$ cat config.mk
export PLATFORM = sky130hd
export DESIGN_NAME = alu_share_arbiter_flat
export DESIGN_NICKNAME = d
export VERILOG_FILES = /design/src/rtl/alu_arb_pkg.sv /design/src/rtl/alu_share_arbiter_if.sv /design/src/rtl/alu_share_arbiter_rr_arbiter.sv /design/src/rtl/alu_share_arbiter.sv /design/src/flat_wrapper.sv
export SDC_FILE = /design/constraint.sdc
export NUM_CORES = 1
export LEC_CHECK = 0
export CAP_MARGIN = 5
export CORE_AREA = 2 2 163 165
export CTS_CLUSTER_DIAMETER = 150
export DETAILED_ROUTE_END_ITERATION = 8
export DIE_AREA = 0 0 165 167
export PLACE_DENSITY = 0.55
export SLEW_MARGIN = 0
export SYNTH_ARGS = -nofsm -noshare
export SYNTH_HDL_FRONTEND = slang
export SYNTH_SLANG_ARGS = --single-unit
$ cat constraint.sdc
create_clock -name clk -period 4.3 [get_ports clk]
set_clock_uncertainty 0.05 [all_clocks]
set_input_delay 0.86 -clock clk [delete_from_list [all_inputs] [get_ports clk]]
set_output_delay 0.86 -clock clk [all_outputs]
set_load 0.05 [all_outputs]
$ cat src/rtl/alu_arb_pkg.sv
// rtl/alu_arb_pkg.sv - shared widths, ALU op encoding and issue/tag types for alu_share_arbiter
package alu_arb_pkg;

  localparam int DATA_W   = 32;
  localparam int OP_W     = 3;
  localparam int TAG_ID_W = 8;

  // Op select seen by the shared ALU wrapper; add_sub and logic_arithmetic qualify ADD and SRL.
  localparam logic [OP_W-1:0] OP_ADD  = 3'd0;
  localparam logic [OP_W-1:0] OP_SLL  = 3'd1;
  localparam logic [OP_W-1:0] OP_SLT  = 3'd2;
  localparam logic [OP_W-1:0] OP_SLTU = 3'd3;
  localparam logic [OP_W-1:0] OP_XOR  = 3'd4;
  localparam logic [OP_W-1:0] OP_SRL  = 3'd5;
  localparam logic [OP_W-1:0] OP_OR   = 3'd6;
  localparam logic [OP_W-1:0] OP_AND  = 3'd7;

  typedef struct packed {
    logic [DATA_W-1:0] operand_a;
    logic [DATA_W-1:0] operand_b;
    logic [OP_W-1:0]   operation;
    logic              logic_arithmetic;
    logic              add_sub;
  } issue_t;

  typedef struct packed {
    logic                valid;
    logic [TAG_ID_W-1:0] id;
  } tag_t;

  function automatic tag_t make_tag(input logic valid, input logic [TAG_ID_W-1:0] id);
    tag_t t;
    t.valid = valid;
    t.id    = valid ? id : '0;
    return t;
  endfunction

endpackage

$ cat src/rtl/alu_share_arbiter_if.sv
// rtl/alu_share_arbiter_if.sv - requester, ALU issue and response bundle for alu_share_arbiter
// ALU_ARB_PERF_EN adds perf_clr / perf_grant_cnt to the bundle.
interface alu_share_arbiter_if #(
  parameter int NUM_REQ = 4,
  parameter int ID_W    = 2
);
  import alu_arb_pkg::*;

  logic [NUM_REQ-1:0]        req_valid;
  logic [NUM_REQ-1:0]        req_ready;
  logic [NUM_REQ*DATA_W-1:0] req_operand_a;
  logic [NUM_REQ*DATA_W-1:0] req_operand_b;
  logic [NUM_REQ*OP_W-1:0]   req_operation;
  logic [NUM_REQ-1:0]        req_logic_arithmetic;
  logic [NUM_REQ-1:0]        req_add_sub;

  logic [DATA_W-1:0]         alu_operand_a;
  logic [DATA_W-1:0]         alu_operand_b;
  logic [OP_W-1:0]           alu_operation;
  logic                      alu_logic_arithmetic;
  logic                      alu_add_sub;
  logic [DATA_W-1:0]         alu_result;

  logic                      rsp_valid;
  logic [ID_W-1:0]           rsp_id;
  logic [DATA_W-1:0]         rsp_data;

`ifdef ALU_ARB_PERF_EN
  logic                      perf_clr;
  logic [NUM_REQ*16-1:0]     perf_grant_cnt;

  modport master (
    output req_valid, req_operand_a, req_operand_b, req_operation,
           req_logic_arithmetic, req_add_sub, alu_result, perf_clr,
    input  req_ready, alu_operand_a, alu_operand_b, alu_operation,
           alu_logic_arithmetic, alu_add_sub, rsp_valid, rsp_id, rsp_data,
           perf_grant_cnt
  );

  modport slave (
    input  req_valid, req_operand_a, req_operand_b, req_operation,
           req_logic_arithmetic, req_add_sub, alu_result, perf_clr,
    output req_ready, alu_operand_a, alu_operand_b, alu_operation,
           alu_logic_arithmetic, alu_add_sub, rsp_valid, rsp_id, rsp_data,
           perf_grant_cnt
  );
`else
  modport master (
    output req_valid, req_operand_a, req_operand_b, req_operation,
           req_logic_arithmetic, req_add_sub, alu_result,
    input  req_ready, alu_operand_a, alu_operand_b, alu_operation,
           alu_logic_arithmetic, alu_add_sub, rsp_valid, rsp_id, rsp_data
  );

  modport slave (
    input  req_valid, req_operand_a, req_operand_b, req_operation,
           req_logic_arithmetic, req_add_sub, alu_result,
    output req_ready, alu_operand_a, alu_operand_b, alu_operation,
           alu_logic_arithmetic, alu_add_sub, rsp_valid, rsp_id, rsp_data
  );
`endif

endinterface

$ cat src/rtl/alu_share_arbiter_rr_arbiter.sv
// rtl/alu_share_arbiter_rr_arbiter.sv - generic round-robin arbiter, one-hot grant plus index
module rr_arbiter #(
  parameter int NUM_REQ = 4,
  parameter int ID_W    = 2
) (
  input  logic               clk,
  input  logic               rstn,
  input  logic [NUM_REQ-1:0] req,
  output logic [NUM_REQ-1:0] grant,
  output logic [ID_W-1:0]    grant_idx,
  output logic               grant_any
);

  logic [ID_W-1:0] last_q;
  logic [ID_W-1:0] idx;
  int              cand;

  // Search starts just after the last winner so every requester gets a turn.
  always_comb begin
    grant     = '0;
    grant_idx = '0;
    grant_any = 1'b0;
    cand      = 0;
    idx       = '0;
    for (int off = 1; off <= NUM_REQ; off++) begin
      cand = int'(last_q) + off;
      if (cand >= NUM_REQ) cand = cand - NUM_REQ;
      idx = ID_W'(cand);
      if (!grant_any && req[idx]) begin
        grant[idx] = 1'b1;
        grant_idx  = idx;
        grant_any  = 1'b1;
      end
    end
  end

  // Reset points at the last requester so requester 0 is searched first.
  always_ff @(posedge clk or negedge rstn) begin
    if (!rstn) begin
      last_q <= ID_W'(NUM_REQ - 1);
    end else if (grant_any) begin
      last_q <= grant_idx;
    end
  end

endmodule

$ cat src/rtl/alu_share_arbiter.sv
// rtl/alu_share_arbiter.sv - round-robin share of one pipelined ALU across NUM_REQ requesters
// ALU_ARB_PERF_EN adds saturating per-requester grant counters.
module alu_share_arbiter
  import alu_arb_pkg::*;
#(
  parameter int NUM_REQ = 4,
  parameter int ID_W    = 2,
  parameter int LATENCY = 2
) (
  input logic               clk,
  input logic               rstn,
  alu_share_arbiter_if.slave bus
);

  logic [NUM_REQ-1:0] grant;
  logic [ID_W-1:0]    grant_idx;
  logic               grant_any;
  issue_t             sel_issue;
  issue_t             issue_q;
  tag_t               issue_tag_q;
  tag_t               tag_pipe [LATENCY];

  rr_arbiter #(
    .NUM_REQ (NUM_REQ),
    .ID_W    (ID_W)
  ) u_rr (
    .clk       (clk),
    .rstn      (rstn),
    .req       (bus.req_valid),
    .grant     (grant),
    .grant_idx (grant_idx),
    .grant_any (grant_any)
  );

  assign bus.req_ready = grant;

  always_comb begin
    sel_issue = '0;
    for (int i = 0; i < NUM_REQ; i++) begin
      if (grant[i]) begin
        sel_issue.operand_a        = bus.req_operand_a[i*DATA_W +: DATA_W];
        sel_issue.operand_b        = bus.req_operand_b[i*DATA_W +: DATA_W];
        sel_issue.operation        = bus.req_operation[i*OP_W +: OP_W];
        sel_issue.logic_arithmetic = bus.req_logic_arithmetic[i];
        sel_issue.add_sub          = bus.req_add_sub[i];
      end
    end
  end

  // The issue tag rides alongside the issue registers; the LATENCY-deep tag pipe
  // then lines it up with alu_result.
  always_ff @(posedge clk or negedge rstn) begin
    if (!rstn) begin
      issue_q     <= '0;
      issue_tag_q <= '0;
    end else begin
      if (grant_any) issue_q <= sel_issue;
      issue_tag_q <= make_tag(grant_any, TAG_ID_W'(grant_idx));
    end
  end

  always_ff @(posedge clk or negedge rstn) begin
    if (!rstn) begin
      for (int s = 0; s < LATENCY; s++) tag_pipe[s] <= '0;
    end else begin
      tag_pipe[0] <= issue_tag_q;
      for (int s = 1; s < LATENCY; s++) tag_pipe[s] <= tag_pipe[s-1];
    end
  end

  assign bus.alu_operand_a        = issue_q.operand_a;
  assign bus.alu_operand_b        = issue_q.operand_b;
  assign bus.alu_operation        = issue_q.operation;
  assign bus.alu_logic_arithmetic = issue_q.logic_arithmetic;
  assign bus.alu_add_sub          = issue_q.add_sub;

  assign bus.rsp_valid = tag_pipe[LATENCY-1].valid;
  assign bus.rsp_id    = ID_W'(tag_pipe[LATENCY-1].id);
  assign bus.rsp_data  = bus.alu_result;

`ifdef ALU_ARB_PERF_EN
  logic [15:0] perf_cnt [NUM_REQ];

  // Clear takes priority over a grant in the same cycle.
  always_ff @(posedge clk or negedge rstn) begin
    if (!rstn) begin
      for (int i = 0; i < NUM_REQ; i++) perf_cnt[i] <= '0;
    end else begin
      for (int i = 0; i < NUM_REQ; i++) begin
        if (bus.perf_clr) begin
          perf_cnt[i] <= '0;
        end else if (grant[i] && (perf_cnt[i] != 16'hFFFF)) begin
          perf_cnt[i] <= perf_cnt[i] + 16'd1;
        end
      end
    end
  end

  for (genvar g = 0; g < NUM_REQ; g++) begin : g_perf_out
    assign bus.perf_grant_cnt[g*16 +: 16] = perf_cnt[g];
  end
`endif

endmodule

$ cat src/flat_wrapper.sv
// flat-port wrapper written by rule: the top's interface ports become plain ports
module alu_share_arbiter_flat import alu_arb_pkg::*;
#(
  parameter int NUM_REQ = 4,
  parameter int ID_W    = 2,
  parameter int LATENCY = 2
)
  (clk, rstn, bus_req_valid, bus_req_operand_a, bus_req_operand_b, bus_req_operation, bus_req_logic_arithmetic, bus_req_add_sub, bus_alu_result, bus_req_ready, bus_alu_operand_a, bus_alu_operand_b, bus_alu_operation, bus_alu_logic_arithmetic, bus_alu_add_sub, bus_rsp_valid, bus_rsp_id, bus_rsp_data);
  alu_share_arbiter_if #(.NUM_REQ(NUM_REQ), .ID_W(ID_W)) bus_i ();
  input logic clk;
  input logic rstn;
  input wire logic [$bits(bus_i.req_valid)-1:0] bus_req_valid;
  input wire logic [$bits(bus_i.req_operand_a)-1:0] bus_req_operand_a;
  input wire logic [$bits(bus_i.req_operand_b)-1:0] bus_req_operand_b;
  input wire logic [$bits(bus_i.req_operation)-1:0] bus_req_operation;
  input wire logic [$bits(bus_i.req_logic_arithmetic)-1:0] bus_req_logic_arithmetic;
  input wire logic [$bits(bus_i.req_add_sub)-1:0] bus_req_add_sub;
  input wire logic [$bits(bus_i.alu_result)-1:0] bus_alu_result;
  output wire logic [$bits(bus_i.req_ready)-1:0] bus_req_ready;
  output wire logic [$bits(bus_i.alu_operand_a)-1:0] bus_alu_operand_a;
  output wire logic [$bits(bus_i.alu_operand_b)-1:0] bus_alu_operand_b;
  output wire logic [$bits(bus_i.alu_operation)-1:0] bus_alu_operation;
  output wire logic [$bits(bus_i.alu_logic_arithmetic)-1:0] bus_alu_logic_arithmetic;
  output wire logic [$bits(bus_i.alu_add_sub)-1:0] bus_alu_add_sub;
  output wire logic [$bits(bus_i.rsp_valid)-1:0] bus_rsp_valid;
  output wire logic [$bits(bus_i.rsp_id)-1:0] bus_rsp_id;
  output wire logic [$bits(bus_i.rsp_data)-1:0] bus_rsp_data;
  assign bus_i.req_valid = bus_req_valid;
  assign bus_i.req_operand_a = bus_req_operand_a;
  assign bus_i.req_operand_b = bus_req_operand_b;
  assign bus_i.req_operation = bus_req_operation;
  assign bus_i.req_logic_arithmetic = bus_req_logic_arithmetic;
  assign bus_i.req_add_sub = bus_req_add_sub;
  assign bus_i.alu_result = bus_alu_result;
  assign bus_req_ready = bus_i.req_ready;
  assign bus_alu_operand_a = bus_i.alu_operand_a;
  assign bus_alu_operand_b = bus_i.alu_operand_b;
  assign bus_alu_operation = bus_i.alu_operation;
  assign bus_alu_logic_arithmetic = bus_i.alu_logic_arithmetic;
  assign bus_alu_add_sub = bus_i.alu_add_sub;
  assign bus_rsp_valid = bus_i.rsp_valid;
  assign bus_rsp_id = bus_i.rsp_id;
  assign bus_rsp_data = bus_i.rsp_data;
  alu_share_arbiter #(.NUM_REQ(NUM_REQ), .ID_W(ID_W), .LATENCY(LATENCY)) u_core (.clk(clk), .rstn(rstn), .bus(bus_i));
endmodule
Yosys cells after proc, flatten, opt, wreduce, memory -nomap -nowiden
Cells that the tools add are included.

storage, ports and cells
  register bits after elaboration = 80
  input bits = 314
  output and inout bits = 108
  word-level logic and storage cells = 82

operators by class
  $add $sub $neg = 8
  magnitude comparators = 12
  muxes and demuxes = 37
  bitwise gates (word level) = 3
  reductions and logical operators = 10

operators by type and width
  operator                                                                             count
  69-bit two-way mux                                                                   4
  2-bit two-way mux                                                                    9
  4-bit two-way mux                                                                    4
  2-bit by 3-bit less-than comparator with 1-bit output, second input constant         4
  1-bit two-way mux                                                                    12
  4-bit bitwise OR                                                                     3
  3-bit greater-or-equal comparator, second input constant                             3
  1-bit binary-select mux with 2-bit select                                            4
  1-bit demux with 2-bit select                                                        4
  2-bit by 1-bit greater-or-equal comparator with 1-bit output, second input constant  4
  2-bit by 1-bit subtractor with 2-bit output, second input constant                   4
  1-bit logical AND                                                                    7
  2-bit by 2-bit adder with 3-bit output, second input constant                        2
  2-bit by 3-bit adder with 4-bit output, second input constant                        1
  4-bit by 3-bit greater-or-equal comparator with 1-bit output, second input constant  1
  2-bit by 1-bit adder with 3-bit output, second input constant                        1
  1-bit zero test                                                                      3

Longest topological paths before layout
Gate-level depths: netlist of the first run.

  depth in word-level cells = 19
  depth in mapped cells = 13
  depth with buffers taken out = 8

Hierarchy
From an unflattened synthesis of the first run, not the netlist that was laid out.

second synthesis, totals
  cells, all modules = 669
  area total of the unflattened synthesis = 5487.8 µm²

by module, submodules not included
  module             instances  cells each  area an instance (µm²)  seq. area each (µm²)
  alu_share_arbiter  1          591         4912.2                  1951.9
  rr_arbiter         1          78          575.6                   52.6

Least setup slack after synthesis of the first run
No wires, ideal clock.

  path type = flip-flop to output port
  start = register u_core.u_rr.last_q[0]
  end = output port bus_req_ready[0]
  arrival time = 3058 ps
  required time = 3390 ps
  slack = 332 ps
  cell stages (with the launch flop) = 10
  buffers on the path = 3
  cell sequence = dfstp_2 -> buf_6 -> inv_1 -> ha_1 -> buf_2 -> mux4_2 -> nor4b_4 -> nand2_1 -> o21ai_1 -> clkbuf_1

on the way
  longest elaborated chain between the ends = 15
  elaborated cells between the ends (all ways) = 60
  those cells by class = 8 x add/sub; 12 x order compare; 27 x mux; 3 x bitwise; 10 x reduce/logical

ends and longest elaborated chain
  item                                                                             line                                text
  start, declared                                                                  alu_share_arbiter_rr_arbiter.sv:14  logic [ID_W-1:0] last_q;
  start signal, assigned                                                           alu_share_arbiter_rr_arbiter.sv:40  last_q <= ID_W'(NUM_REQ - 1);
  start signal, assigned                                                           alu_share_arbiter_rr_arbiter.sv:42  last_q <= grant_idx;
  branches (longest 14 deep; another with 2-bit by 1-bit adder with 3-bit output)  --
  4-bit two-way mux *                                                              alu_share_arbiter_rr_arbiter.sv:29  if (!grant_any && req[idx]) begin
  end, declared                                                                    flat_wrapper.sv:19                  output wire logic [$bits(bus_i.req_ready)-1:0] bus_req_ready;

Every way passes the cells marked *. The select of a mux whose other input is x is not followed.

Worst setup path after layout of the first run
  start = register u_core.u_rr.last_q[1]
  end = output port bus_req_ready[1]

The elaborated chain is that of the path after synthesis.

==> flow_summary.toml, run 1 <==
[worst_setup_path]
cp.depth = 8
crit_chain = "inv_1 -> ha_2 -> mux4_2 -> nor4b_4 -> and2_2 -> nor2_4 -> inv_1 -> buf_12"
cp_slowest_cell = "dfstp_2"
reg2regPathDepth = 10
path_delay_family = "simple AND/OR/NAND/NOR gates"
cp.arrival_ns = 3.18
critPathKind = "flip-flop to output port"
cp-end-kind = "output port"
worst_path_most_repeated_cell = "inv_1"
cp_data_required_time_ns = 3.39
critPathMaxFanout = 9
slowest_delay_ns = 0.65
start_kind = "flip-flop"
worst-path-buf-inv = 3

[layout]
fill_cells = 2621
final_core_util_pct = 37.1
mostFrequentLayoutCells = "352 x clkdlybuf4s50_1, 78 x dfrtp_1, 73 x nand2_1, 72 x o21ai_0"
design.final.nets = 1200
drive_above_1_share_pct = 11.9
areaGrowthSynthToFinish_pct = 73.2
final_common_cell = "clkdlybuf4s50_1"

[outcome]
status = "complete, no violations"

[sta]
fin_crit_sh_pct = 95.0
rsz0062_at_grt = "false"
hold_violations = 0
fmax_mhz = 245
tns_ns = 0
min_period_ns = 4.09
slew_violations = 0
setup_viol_count_final = 0
tightest_slew_ns = 1.07
slew_headroom_pct = 28.9
setup_slack_ns = 0.214

[global_route]
globalRouteTotalUtil_pct = 18.4
grt_max_degree = 72
grt_pass1_vias = 6427
antenna_found_initial = 1
grt_pass1_wl_um = 38700
grt-ovfl-total = 0

[clock_network]
ctsHoldBuffers = 0
clkLatencyLatePin_ns = 0.34
cts_tree = "built"
cts_root_buf = "clkbuf_16"
numCtsBuffers = 9
clk_path_buf_depth = 2
path_clk_slew_ns = 0.07
htreeDepth = 3
cts_sinks = 80

[power_and_ir_drop]
ir_drop_mv = 0.915
power_leakage_uw = 0.00378
p_per_area_nw_per_um2 = 1100

[synthesis]
avgSynthCellArea_um2 = 9.40
syn-num-nets = 909
yosysWarnings = 0
syn_area_um2 = 5520
syn_inst = 587
ys_types = 36
yosys_register_bits = 80
ys_seq_area_share_pct = 36.3

[route]
first_pass_iters = 4
post-route-drc-count = 0
drt-initial-drc-count = 344
vias_per_cell = 4.95
antenna_left = 0
vias = 6039
wire_per_inst_um = 21.5
routed_wirelength_um = 26200

[floorplanning]
rows = 59
die_y_um = 167
die_w_um = 165
core_um2 = 25800
start_util_pct = 21.4
ios = 422
dieArea_um2 = 27600

[placement]
port-buffer-count = 357
pre_cts_ws_ns = 0.194
globalplace.congestion = 0.847
place_hpwl_um = 17500

[hold_path]
holdPathStages = 0
holdCritPathClass = "flip-flop to flip-flop"

[run]
cap_violations = 0
[worst register-to-register path, cell delays in order, from the launching register on]
cell     delay (ns)
dfstp_2        0.65
inv_1          0.16
ha_2           0.44
mux4_2         0.60
nor4b_4        0.41
buf_4          0.18
nand2_1        0.08
o21ai_4        0.09
buf_4          0.44
and3_1         0.28
o221a_2        0.18
[power breakdown]
| group | total (µW) | internal, µW | switching [µW] |
|---|---|---|---|
| sequential | 1470 | 1250 | 223 |
| combinational | 8270 | 3440 | 4840 |
| clock | 770 | 410 | 359 |
[flip-flops by register name, summed over array words and instances (netlist names)]
name                             count
u_core.bus.alu_operand_a            32
u_core.bus.alu_logic_arithmetic      1
u_core.bus.rsp_valid                 1
u_core.issue_tag_q                   3
u_core.tag_pipe                      3
u_core.bus.alu_operand_b            32
u_core.u_rr.last_q                   2
u_core.bus.rsp_id                    2
u_core.bus.alu_add_sub               1
u_core.bus.alu_operation             3
[stage by stage]
stage	hold slack [ns]	instances	power (µW)	instance area [µm²]
6_report	0.297	1219	10500	9560
5_1_grt	0.306	1219	11200	9560
4_1_cts	0.300	1215	10600	9530
3_5_place_dp	0.285	1199	9840	9250
3_3_place_gp	0.281	1199	9790	9250
2_1_floorplan	0.281	587	7070	5520
[cells in the mapped netlist]
master	n	area [µm²]
dfrtp_1	78	1950
nor4b_4	1	23.8
ha_1	8	100
nor2_1	2	7.51
nor2_2	1	6.26
a21o_1	1	7.51
o21ai_1	1	5.00
or3b_1	3	26.3
inv_1	8	30.0
mux2i_1	2	20.0
buf_4	38	285
nor4_1	1	6.26
o22a_1	69	604
a2111oi_4	1	27.5
nor2b_1	5	31.3
a32o_1	1	10.0
clkbuf_1	38	143
o21bai_1	1	7.51
or3_1	1	6.26
or2_2	2	12.5
o31ai_1	2	15.0
and3_1	69	432
nand2_1	73	274
a21oi_1	7	35.0
a21oi_2	3	26.3
o221a_1	21	236
nand2_2	1	6.26
buf_2	17	85.1
buf_6	3	33.8
and2_1	1	6.26
o21ai_0	72	360
a221oi_1	1	8.76
mux4_2	4	90.1
nor3_1	1	5.00
dfstp_2	2	52.6
o221a_2	48	541
[cell type report]
class / count / area, µm² / share of cell area, %
Inverter: 8 / 30.0 / 0.314
Clock buffer: 12 / 246 / 2.58
Timing Repair Buffer: 376 / 3840 / 40.2
Sequential cell: 80 / 2000 / 21.0
Multi-Input combinational cell: 403 / 2980 / 31.2
Antenna cell: 1 / 2.50 / 0.0262
Tap cell: 335 / 419 / 4.39
Clock inverter: 4 / 30.0 / 0.314
[path summary, 6_finish.rpt]
path | startpoint | to | slack, ns
worst min register to register | u_core.tag_pipe[9] | u_core.bus.rsp_id[0] | 0.30
max in group asynchronous | rstn | u_core.bus.alu_operation[1] | 2.88
min in group asynchronous | rstn | u_core.bus.alu_operand_a[5] | 0.57
worst max-delay path | u_core.u_rr.last_q[1] | bus_req_ready[1] | 0.21
worst max register to register | u_core.u_rr.last_q[1] | u_core.bus.alu_operand_a[13] | 0.69
worst min-delay path | u_core.tag_pipe[9] | u_core.bus.rsp_id[0] | 0.30
[layer usage]
| metal | GRT usage (%) | part of all wire, % | vias up |
|---|---|---|---|
| li1 | - | - | 2794 |
| met1 | 21.8 | 41 | 2927 |
| met2 | 32.8 | 50 | 265 |
| met3 | 3.56 | 6.6 | 53 |
| met4 | 6.54 | 2.5 | 0 |
| met5 | 0 | 0 | - |
[timing repair]
action | in CTS | in global routing
setup endpoints to repair | 0 | 1
setup buffers | 0 | 3
resized for setup | 0 | 1
[logic make-up after synthesis]
logic type,share of synthesized area [%]
compound gates,34.1
simple gates,15.3
mux,2.00
flops,36.3
buf+inv,10.5
fa+ha+maj,1.81
Note: power is estimated with default switching activity, not from simulation.
==> inputs of run 2 (changes only) <==
--- a/config.mk
+++ b/config.mk
@@ -5,12 +5,13 @@
 export SDC_FILE = /design/constraint.sdc
 export NUM_CORES = 1
 export LEC_CHECK = 0
+export ABC_AREA = 1
 export CAP_MARGIN = 5
-export CORE_AREA = 2 2 163 165
+export CORE_AREA = 2 2 165 167
 export CTS_CLUSTER_DIAMETER = 150
 export DETAILED_ROUTE_END_ITERATION = 8
-export DIE_AREA = 0 0 165 167
-export PLACE_DENSITY = 0.55
+export DIE_AREA = 0 0 167 169
+export PLACE_DENSITY = 0.58
 export SLEW_MARGIN = 0
 export SYNTH_ARGS = -nofsm -noshare
 export SYNTH_HDL_FRONTEND = slang
==> constraint.sdc (replaced) <==
create_clock -name clk -period 4.4 [get_ports clk]
set_clock_uncertainty 0.05 [all_clocks]
set_input_delay 0.88 -clock clk [delete_from_list [all_inputs] [get_ports clk]]
set_output_delay 0.88 -clock clk [all_outputs]
set_load 0.05 [all_outputs]
==> flow_summary.toml, run 2 <==
[clock_network]
post_cts.repair.setup_buffers = 0
ctsHoldBuffers = 0
clk_path_buf_depth = 2
cts_root_buf = "clkbuf_16"
cts_resized = 0
numCtsBuffers = 9
clkLatencyLatePin_ns = 0.34
path_clk_slew_ns = 0.06
cts_sinks = 80
cts_tree = "built"
htreeDepth = 3

[synthesis]
ys_types = 25
synth.area.top_cells = "nand2_1 35%, dfrtp_1 31%, a21oi_1 11%, inv_1 8.6%, buf_4 5.4%"
yosys.area.top_type_share_pct = 34.6
avgSynthCellArea_um2 = 5.86
yosys_register_bits = 80
ys_top_cells_by_count = "586 x nand2_1, 145 x inv_1, 140 x a21oi_1, 78 x dfrtp_1, 46 x buf_4"
synth_edf_count = 0
yosysTopAreaCell = "nand2_1"
syn-num-nets = 1406
syn_inst = 1084
synthFlopType = "dfrtp_1"
yosysWarnings = 0
ys_seq_area_share_pct = 31.6
synth-async-reset-ratio_pct = 100
yosysMostFrequentCell = "nand2_1"
syn_area_um2 = 6350

[floorplanning]
die_w_um = 167
ios = 422
dieArea_um2 = 28200
start_util_pct = 24.0
rows = 60
die_y_um = 169
core_um2 = 26500

[layout]
fill_cells = 2863
design.final.nets = 1691
final_core_util_pct = 38.6
mostFrequentLayoutCells = "586 x nand2_1, 352 x clkdlybuf4s50_1, 145 x inv_1, 140 x a21oi_1, 78 x dfrtp_1"
ff_latch_area_um2 = 2000
areaGrowthSynthToFinish_pct = 61.1
final_common_cell = "nand2_1"
multi_input_area_um2 = 3230
drive_above_1_share_pct = 3.35
final_area_um2 = 10200

[global_route]
grt_pass1_vias = 7078
grt_pass1_wl_um = 37800
antenna_found_initial = 1
grt_max_degree = 139
globalRouteTotalUtil_pct = 16.9
grt-ovfl-total = 0

[worst_setup_path]
slowest_delay_ns = 0.61
cp.arrival_ns = 2.66
cp_data_required_time_ns = 3.47
cp-end-kind = "output port"
critPathMaxFanout = 9
cp_slowest_cell = "dfstp_2"
critPathKind = "flip-flop to output port"
crit_chain = "inv_1 -> ha_1 -> inv_1 -> nand3_1 -> nand2_2 -> nor2_2 -> nand3_1 -> nand3_4 -> buf_4"
start_kind = "flip-flop"

[sta]
tns_ns = 0
min_period_ns = 3.59
whs_ns = 0.292
tightest_slew_ns = 0.866
slew_headroom_pct = 42.3
fin_crit_sh_pct = 81.5
fmax_mhz = 279
rsz0062_at_grt = "false"
hold_violations = 0
setup_viol_count_final = 0
slew_violations = 0

[route]
antenna_left = 0
first_pass_iters = 5
vias_per_cell = 4.28
drt-initial-drc-count = 316
wire_per_inst_um = 14.5
post-route-drc-count = 0
vias = 7349
routed_wirelength_um = 24900

[placement]
place_area_um2 = 9910
place_hpwl_um = 17900
globalplace.congestion = 0.889
port-buffer-count = 357

[run]
cap_violations = 0

[hold_path]
holdCritPathClass = "flip-flop to flip-flop"

[outcome]
status = "complete, no violations"
==> run 2: cell type report <==
type	instances	area share [%]
timing repair buffer	366	36.1
multi-input combinational	763	31.6
sequential	80	19.6
inverter	149	5.47
tap	341	4.17
clock buffer	13	2.45
clock inverter	3	0.636
antenna	1	0.0245
==> run 2: stage by stage <==
stage | setup WS (ns) | instances
global placement | 1.02 | 1699
global route | 0.617 | 1715
floorplan | 1.28 | 1084
detailed placement | 0.970 | 1699
finish | 0.813 | 1716
CTS | 0.796 | 1715
==> run 2: critical path, delay by kind of cell (launching register included) <==
family	cells	cell delay [ns]
and+or+nand+nor	5	0.80
buffers and inverters	3	0.48
DFF	1	0.61
adders and majority gates	1	0.42
==> run 2: kinds of logic (layout without fill, tap and decap cells) <==
kind of cell | Yosys count | count (layout) | share of synthesized area [%]
AO/OA/AOI/OAI | 148 | 148 | 12.0
adder cells (fa/ha/maj) | 8 | 8 | 1.58
buffers and inverters | 241 | 531 | 17.9
flip-flops | 80 | 80 | 31.6
other | 0 | 1 | 0
AND/OR/NAND/NOR | 607 | 607 | 36.9
==> run 2: path summary, 6_finish.rpt <==
path / from / end / slack [ns] / cells after the start
worst min register to register: u_core.tag_pipe[17] / u_core.bus.rsp_valid / 0.29 / 0
max in group asynchronous: rstn / u_core.bus.alu_operand_b[20] / 2.84 / 2
worst max-delay path: u_core.u_rr.last_q[1] / bus_req_ready[1] / 0.81 / 9
worst min-delay path: u_core.tag_pipe[17] / u_core.bus.rsp_valid / 0.29 / 0
min in group asynchronous: rstn / u_core.bus.alu_operand_a[15] / 0.58 / 1
worst max register to register: u_core.u_rr.last_q[1] / u_core.bus.alu_operand_b[23] / 1.13 / 15
==> run 2: routing by layer <==
metal | global-route usage, % | up-vias | wire length [µm]
met5 | 0 | - | 0
met4 | 5.58 | 0 | 572
met3 | 4.26 | 33 | 1990
met2 | 29.8 | 279 | 12100
met1 | 20.1 | 3263 | 10200
li1 | - | 3774 | -
Power of run 2 is not shown: default switching activity piles up to over one toggle a cycle in this logic, so the estimate is an artifact.
